$ cat src/rtl/alu_ctrl_pkg.sv
// Shared definitions for the ALU controller: opcode and condition encodings,
// NZCV bit positions and the controller FSM state type.
package alu_ctrl_pkg;

    localparam logic [4:0] OP_AND  = 5'd0;
    localparam logic [4:0] OP_EOR  = 5'd1;
    localparam logic [4:0] OP_SUB  = 5'd2;
    localparam logic [4:0] OP_RSB  = 5'd3;
    localparam logic [4:0] OP_ADD  = 5'd4;
    localparam logic [4:0] OP_ADC  = 5'd5;
    localparam logic [4:0] OP_SBC  = 5'd6;
    localparam logic [4:0] OP_RSC  = 5'd7;
    localparam logic [4:0] OP_TST  = 5'd8;
    localparam logic [4:0] OP_TEQ  = 5'd9;
    localparam logic [4:0] OP_CMP  = 5'd10;
    localparam logic [4:0] OP_CMN  = 5'd11;
    localparam logic [4:0] OP_ORR  = 5'd12;
    localparam logic [4:0] OP_MOV  = 5'd13;
    localparam logic [4:0] OP_BIC  = 5'd14;
    localparam logic [4:0] OP_MVN  = 5'd15;
    localparam logic [4:0] OP_IDLE = 5'b10000;

    localparam logic [3:0] COND_EQ = 4'd0;
    localparam logic [3:0] COND_NE = 4'd1;
    localparam logic [3:0] COND_CS = 4'd2;
    localparam logic [3:0] COND_CC = 4'd3;
    localparam logic [3:0] COND_MI = 4'd4;
    localparam logic [3:0] COND_PL = 4'd5;
    localparam logic [3:0] COND_VS = 4'd6;
    localparam logic [3:0] COND_VC = 4'd7;
    localparam logic [3:0] COND_HI = 4'd8;
    localparam logic [3:0] COND_LS = 4'd9;
    localparam logic [3:0] COND_GE = 4'd10;
    localparam logic [3:0] COND_LT = 4'd11;
    localparam logic [3:0] COND_GT = 4'd12;
    localparam logic [3:0] COND_LE = 4'd13;
    localparam logic [3:0] COND_AL = 4'd14;
    localparam logic [3:0] COND_NV = 4'd15;

    localparam int FLAG_C = 3;
    localparam int FLAG_Z = 2;
    localparam int FLAG_V = 1;
    localparam int FLAG_N = 0;

    typedef enum logic [1:0] {
        S_IDLE = 2'd0,
        S_EXEC = 2'd1,
        S_DONE = 2'd2
    } state_t;

    // Compare/test ops update flags without writing a destination register.
    function automatic logic is_cmp(input logic [4:0] op);
        return op inside {OP_TST, OP_TEQ, OP_CMP, OP_CMN};
    endfunction

    function automatic logic is_arith(input logic [4:0] op);
        return op inside {OP_SUB, OP_RSB, OP_ADD, OP_ADC, OP_SBC, OP_RSC, OP_CMP, OP_CMN};
    endfunction

endpackage

$ cat src/rtl/alu_ctrl_cond.sv
// Combinational ARM condition-code evaluation against an NZCV flag value.
module alu_cond_eval
    import alu_ctrl_pkg::*;
(
    input  logic [3:0] cond,
    input  logic [3:0] flags,
    output logic       pass
);

    logic c, z, v, n;

    assign c = flags[FLAG_C];
    assign z = flags[FLAG_Z];
    assign v = flags[FLAG_V];
    assign n = flags[FLAG_N];

    always_comb begin
        // NOTE: default first so every path assigns pass and no latch is inferred.
        pass = 1'b0;
        case (cond)
            COND_EQ: pass = z;
            COND_NE: pass = ~z;
            COND_CS: pass = c;
            COND_CC: pass = ~c;
            COND_MI: pass = n;
            COND_PL: pass = ~n;
            COND_VS: pass = v;
            COND_VC: pass = ~v;
            COND_HI: pass = c & ~z;
            COND_LS: pass = ~c | z;
            COND_GE: pass = (n == v);
            COND_LT: pass = (n != v);
            COND_GT: pass = ~z & (n == v);
            COND_LE: pass = z | (n != v);
            COND_AL: pass = 1'b1;
            default: pass = 1'b0;
        endcase
    end

endmodule

$ cat src/rtl/alu_ctrl.sv
// Sequencing controller for an external combinational ALU: captures one
// instruction, runs it for a single cycle, and owns the NZCV flag register.
module alu_ctrl
    import alu_ctrl_pkg::*;
#(
    parameter int W = 32
) (
    input  logic         clk,
    input  logic         reset,
    input  logic         req_valid,
    output logic         req_ready,
    input  logic [4:0]   req_op,
    input  logic [3:0]   req_cond,
    input  logic         req_s,
    input  logic [W-1:0] req_a,
    input  logic [W-1:0] req_b,
    input  logic         req_shc,
    output logic [W-1:0] alu_a,
    output logic [W-1:0] alu_b,
    output logic [4:0]   alu_op,
    output logic         alu_cin,
    input  logic [W-1:0] alu_r,
    input  logic [3:0]   alu_flag,
    output logic         res_valid,
    input  logic         res_ready,
    output logic [W-1:0] res_data,
    output logic         res_wr,
    output logic [3:0]   flags,
    input  logic         flag_ld,
    input  logic [3:0]   flag_in
);

    state_t       state, state_nxt;
    logic [4:0]   op_q;
    logic [3:0]   cond_q;
    logic         s_q, shc_q;
    logic [W-1:0] a_q, b_q;
    logic         pass, cmp, upd;
    logic [3:0]   flags_nxt;

    alu_cond_eval u_cond (
        .cond  (cond_q),
        .flags (flags),
        .pass  (pass)
    );

    always_comb begin
        state_nxt = state;
        req_ready = 1'b0;
        res_valid = 1'b0;
        alu_a     = '0;
        alu_b     = '0;
        alu_op    = OP_IDLE;
        alu_cin   = 1'b0;
        case (state)
            S_IDLE: begin
                req_ready = 1'b1;
                if (req_valid) state_nxt = S_EXEC;
            end
            S_EXEC: begin
                alu_a     = a_q;
                alu_b     = b_q;
                alu_op    = op_q;
                alu_cin   = flags[FLAG_C];
                state_nxt = S_DONE;
            end
            S_DONE: begin
                res_valid = 1'b1;
                if (res_ready) state_nxt = S_IDLE;
            end
            default: state_nxt = S_IDLE;
        endcase
    end

    assign cmp = is_cmp(op_q);
    assign upd = (state == S_EXEC) && pass && (s_q || cmp) && !op_q[4];

    // The MSR-style external load overrides any instruction flag update.
    always_comb begin
        flags_nxt = flags;
        if (flag_ld) begin
            flags_nxt = flag_in;
        end else if (upd) begin
            if (is_arith(op_q)) begin
                flags_nxt = alu_flag;
            end else begin
                flags_nxt[FLAG_N] = alu_flag[FLAG_N];
                flags_nxt[FLAG_Z] = alu_flag[FLAG_Z];
                flags_nxt[FLAG_C] = shc_q;
            end
        end
    end

    // NOTE: sequential state uses non-blocking assignments so every register
    // samples pre-edge values regardless of statement order.
    always_ff @(posedge clk or posedge reset) begin
        if (reset) begin
            state    <= S_IDLE;
            op_q     <= '0;
            cond_q   <= '0;
            s_q      <= 1'b0;
            shc_q    <= 1'b0;
            a_q      <= '0;
            b_q      <= '0;
            flags    <= '0;
            res_data <= '0;
            res_wr   <= 1'b0;
        end else begin
            state <= state_nxt;
            flags <= flags_nxt;
            if (req_valid && req_ready) begin
                op_q   <= req_op;
                cond_q <= req_cond;
                s_q    <= req_s;
                shc_q  <= req_shc;
                a_q    <= req_a;
                b_q    <= req_b;
            end
            if (state == S_EXEC) begin
                res_data <= alu_r;
                res_wr   <= pass & ~cmp;
            end
        end
    end

endmodule

$ cat config.mk
export PLATFORM = sky130hd
export DESIGN_NAME = alu_ctrl
export DESIGN_NICKNAME = d
export VERILOG_FILES = /design/src/rtl/alu_ctrl_pkg.sv /design/src/rtl/alu_ctrl_cond.sv /design/src/rtl/alu_ctrl.sv
export SDC_FILE = /design/constraint.sdc
export NUM_CORES = 1
export LEC_CHECK = 0
export ABC_AREA = 1
export CORE_ASPECT_RATIO = 1.2
export CORE_MARGIN = 4
export CORE_UTILIZATION = 30
export DETAILED_ROUTE_END_ITERATION = 12
export GPL_ROUTABILITY_DRIVEN = 0
export RECOVER_POWER = 25
export SYNTH_ARGS = -nofsm -noshare
export SYNTH_HDL_FRONTEND = slang
export SYNTH_HIERARCHICAL = 1
export SYNTH_SLANG_ARGS = --single-unit
$ cat constraint.sdc
create_clock -name clk -period 4 [get_ports clk]
set_input_delay 0.8 -clock clk [delete_from_list [all_inputs] [get_ports clk]]
set_output_delay 0.8 -clock clk [all_outputs]
set_load 0.01 [all_outputs]
==> flow_summary_export.csv <==
group,metric,value,unit
outcome,status,"finished, violations left",
routing,drc,0,
logic_synthesis,synthFlopType,"dfrtp_1",
logic_synthesis,yosysMostFrequentCell,"nand2_1",
global_route,grt_max_degree,89,
logic_synthesis,ys_types,22,
logic_synthesis,synth_commonest_cells,"nand2_1, dfrtp_1, inv_1, nor2_1, o21ai_2",
logic_synthesis,syn_nets,766,
timing,finalSetupViolations,0,
logic_synthesis,syn_area_per_cell,8.33,um2
clock_tree,cts_setup_buffers,0,
setup_path,crit_path_max_fanout,88,
logic_synthesis,syn_inst,646,
power_and_ir_drop,switching_share,35.8,%
clock_tree,postCtsResizedCells,0,
logic_synthesis,async_flop_share,100,%
global_route,grtUsageTotal,15.0,%
clock_tree,cts.reportedPaths.clkPinSlew,0.06,ns
placement,place_area,0.00774,mm2
logic_synthesis,synth_area,0.00538,mm2
clock_tree,clock_path_buffers,2,
power_and_ir_drop,p_leak,3.90,nW
clock_tree,cts.sinks,114,
timing,rsz0062_at_grt,"no",
logic_synthesis,yosysSeqAreaShare,53.0,%
setup_path,crit_chain,"inv_1 -> nand2_4 -> nor2_1 -> clkdlybuf4s50_1",
setup_path,end_kind,"output port",
global_route,grt-busiest-layer,"met2",
timing,maxSlewHeadroom,-17.2,%
placement,hpwlAfterDp,10600,um
die,start_util,30.6,%
routing,viasPerCell,4.24,
global_route,grt_pass1_wl,23700,um
setup_path,path_buf_inv,2,
routing,drtIter0Drc,179,
timing,setup_slack,0.772,ns
routing,wl_per_cell,13.5,um
global_route,antenna_found_initial,1,
power_and_ir_drop,power.switching,0.00219,W
clock_tree,cts_buffers,17,
die,die_area,0.0202,mm2
routing,routed_wl,14900,um
timing,finalSetupTns,0,ns
timing,fin_worst_skew,0.00655,ns
die,ios,229,
final_layout,final_util,47.5,%
routing,drtAntennaViolNets,0,
timing,maxSlewViolCount,40,
logic_synthesis,ys_seq_elements,114,
final_layout,fillCellCount,1719,
power_and_ir_drop,peakVddDrop,342,uV
logic_synthesis,synth.area.top_cells,"dfrtp_1, nand2_1, o21ai_2",
final_layout,design_area,0.00835,mm2
timing,period_minus_slack,3.23,ns
min_path,min-delay-path-class,"reg -> reg",
job,cap_violations,1,
die,die_y,155,um
power_and_ir_drop,p_comb_share,42.1,%
setup_path,critical_path_class,"reg -> out",
global_route,use_met2,25.3,%
setup_path,critPathTopFamily,"simple AND/OR/NAND/NOR gates",
clock_tree,h-tree-depth,4,
setup_path,crit_required,3.20,ns
placement,io_buffers,228,
die,core,0.0176,mm2
logic_synthesis,synth_area_leader_cell,"dfrtp_1",
power_and_ir_drop,seq_power_share,31.6,%
timing,fmax,0.310,GHz
outcome,violations,"max-capacitance violations, max-slew violations",
clock_tree,cts_tree,"done",
clock_tree,insertion_delay,0.40,ns
timing,worst_slew_pin_slew,1.75,ns
setup_path,start_kind,"register",
clock_tree,postCtsHoldBufs,0,
timing,final_hold_viol_count,0,
logic_synthesis,yosys_warnings,6,
timing,fin_crit_sh,80.7,%
power_and_ir_drop,clockPowerShare,26.3,%
routing,via_count,4665,
power_and_ir_drop,power.density,732,mW/mm2
power_and_ir_drop,p_int,0.00393,W
setup_path,arrival,2.43,ns
global_route,grt_pass1_vias,4628,
final_layout,drive_above_1_share,12.1,%
clock_tree,cts-root-buf,"clkbuf_16",
global_route,met3_usage,4.91,%
final_layout,syn2layout_area_growth,55.2,%
placement,dpl_worst_slack,1.13,ns
setup_path,crit_path_max_incr_delay,0.59,ns
power_and_ir_drop,finalPower,0.00611,W
global_route,use_met1,18.0,%
global_route,grt_overflow,0,
die,fp-row-count,53,
final_layout,final_nets,986,
logic_synthesis,synth_edf_count,0,
die,die_x,130,um
setup_path,cp_slowest_cell,"clkdlybuf4s50_1",
logic_synthesis,synth_top_area_share,53.0,%
routing,first_pass_iters,4,
-- power by group through the flow --
stage          clock, W  combinational [W]  sequential (W)
2_1_floorplan         0            0.00155         0.00199
3_3_place_gp          0            0.00262         0.00193
3_5_place_dp          0            0.00264         0.00194
4_1_cts         0.00165            0.00265         0.00194
5_1_grt         0.00170            0.00288         0.00200
6_report        0.00161            0.00257         0.00193
-- registers in the layout, summed over array words and instances (netlist names) --
register / flops
s_q: 1
cond_q: 4
flags: 4
b_q: 32
state: 2
shc_q: 1
a_q: 32
op_q: 5
res_wr: 1
res_data: 32
-- through the flow --
step / hold WS (ns) / std cells
after global placement: 0.462 / 1067
after CTS: 0.480 / 1099
final: 0.473 / 1100
after global routing: 0.494 / 1099
after floorplan: 0.449 / 646
after detailed placement: 0.464 / 1067
-- layout by cell type, fill, tap and decap left out --
cell               n
or2_2              1
clkinv_1           2
nor2_1            83
inv_1             82
diode_2            1
clkbuf_4           1
nand4_1            1
clkinvlp_4         4
bufinv_16          4
dlygate4sd3_1      2
buf_12             1
nand2_1          232
buf_4              2
o21ai_2           64
inv_6              3
clkinvlp_2         1
clkinv_2           1
nand2_2            1
dfrtp_1          114
clkbuf_16         17
nand3_1           21
nor3_1             1
nand3b_1           1
nand2_4            1
clkinv_4           4
clkdlybuf4s50_1  226
nor2_2             1
a21oi_1            2
o21ai_1            6
-- worst reg2reg max path, cell delays in order, from the launching register on --
cell and delay [ns]:
dfrtp_1 0.37, inv_1 0.10, nand2_4 0.73, inv_1 0.78, nand3_1 0.29, nand2_1 0.07
-- logic make-up (layout without fill, tap and decap cells) --
logic type             count (synthesis)  in the layout  synth area share (%)
AO/OA/AOI/OAI                         72             72                  11.2
flip-flops                           114            114                  53.0
other                                  0              1                     0
buffers and inverters                117            350                  11.0
AND/OR/NAND/NOR                      343            343                  24.8
-- area by class of cell --
cell class              instances  area, um2  area share (%)
diodes                          1       2.50          0.0300
clock inverters                15        208            2.49
flip-flops and latches        114       2850            34.1
well taps                     220        275            3.29
inverters                      86        329            3.94
clock buffers                  17        425            5.09
repair buffers                232       2320            27.8
multi-input cells             415       1940            23.2
-- per-layer routing --
metal,vias up,part of all wire (%)
met5,-,0
met4,0,1.6
met3,12,6.3
met2,130,51
met1,2115,41
li1,2408,-
-- worst paths after layout --
check / startpoint / endpoint / slack, ns / cells past startpoint
hold / removal: res_data[20] / res_data[20] / 0.47 / 2
min in group asynchronous: reset / res_data[18] / 1.28 / 2
setup reg to reg: state[1] / res_wr / 1.54 / 5
setup / recovery: state[1] / alu_a[16] / 0.77 / 4
max in group asynchronous: reset / b_q[15] / 0.89 / 3
hold reg to reg: res_data[20] / res_data[20] / 0.47 / 2
Power figures use the tool's default switching activity.
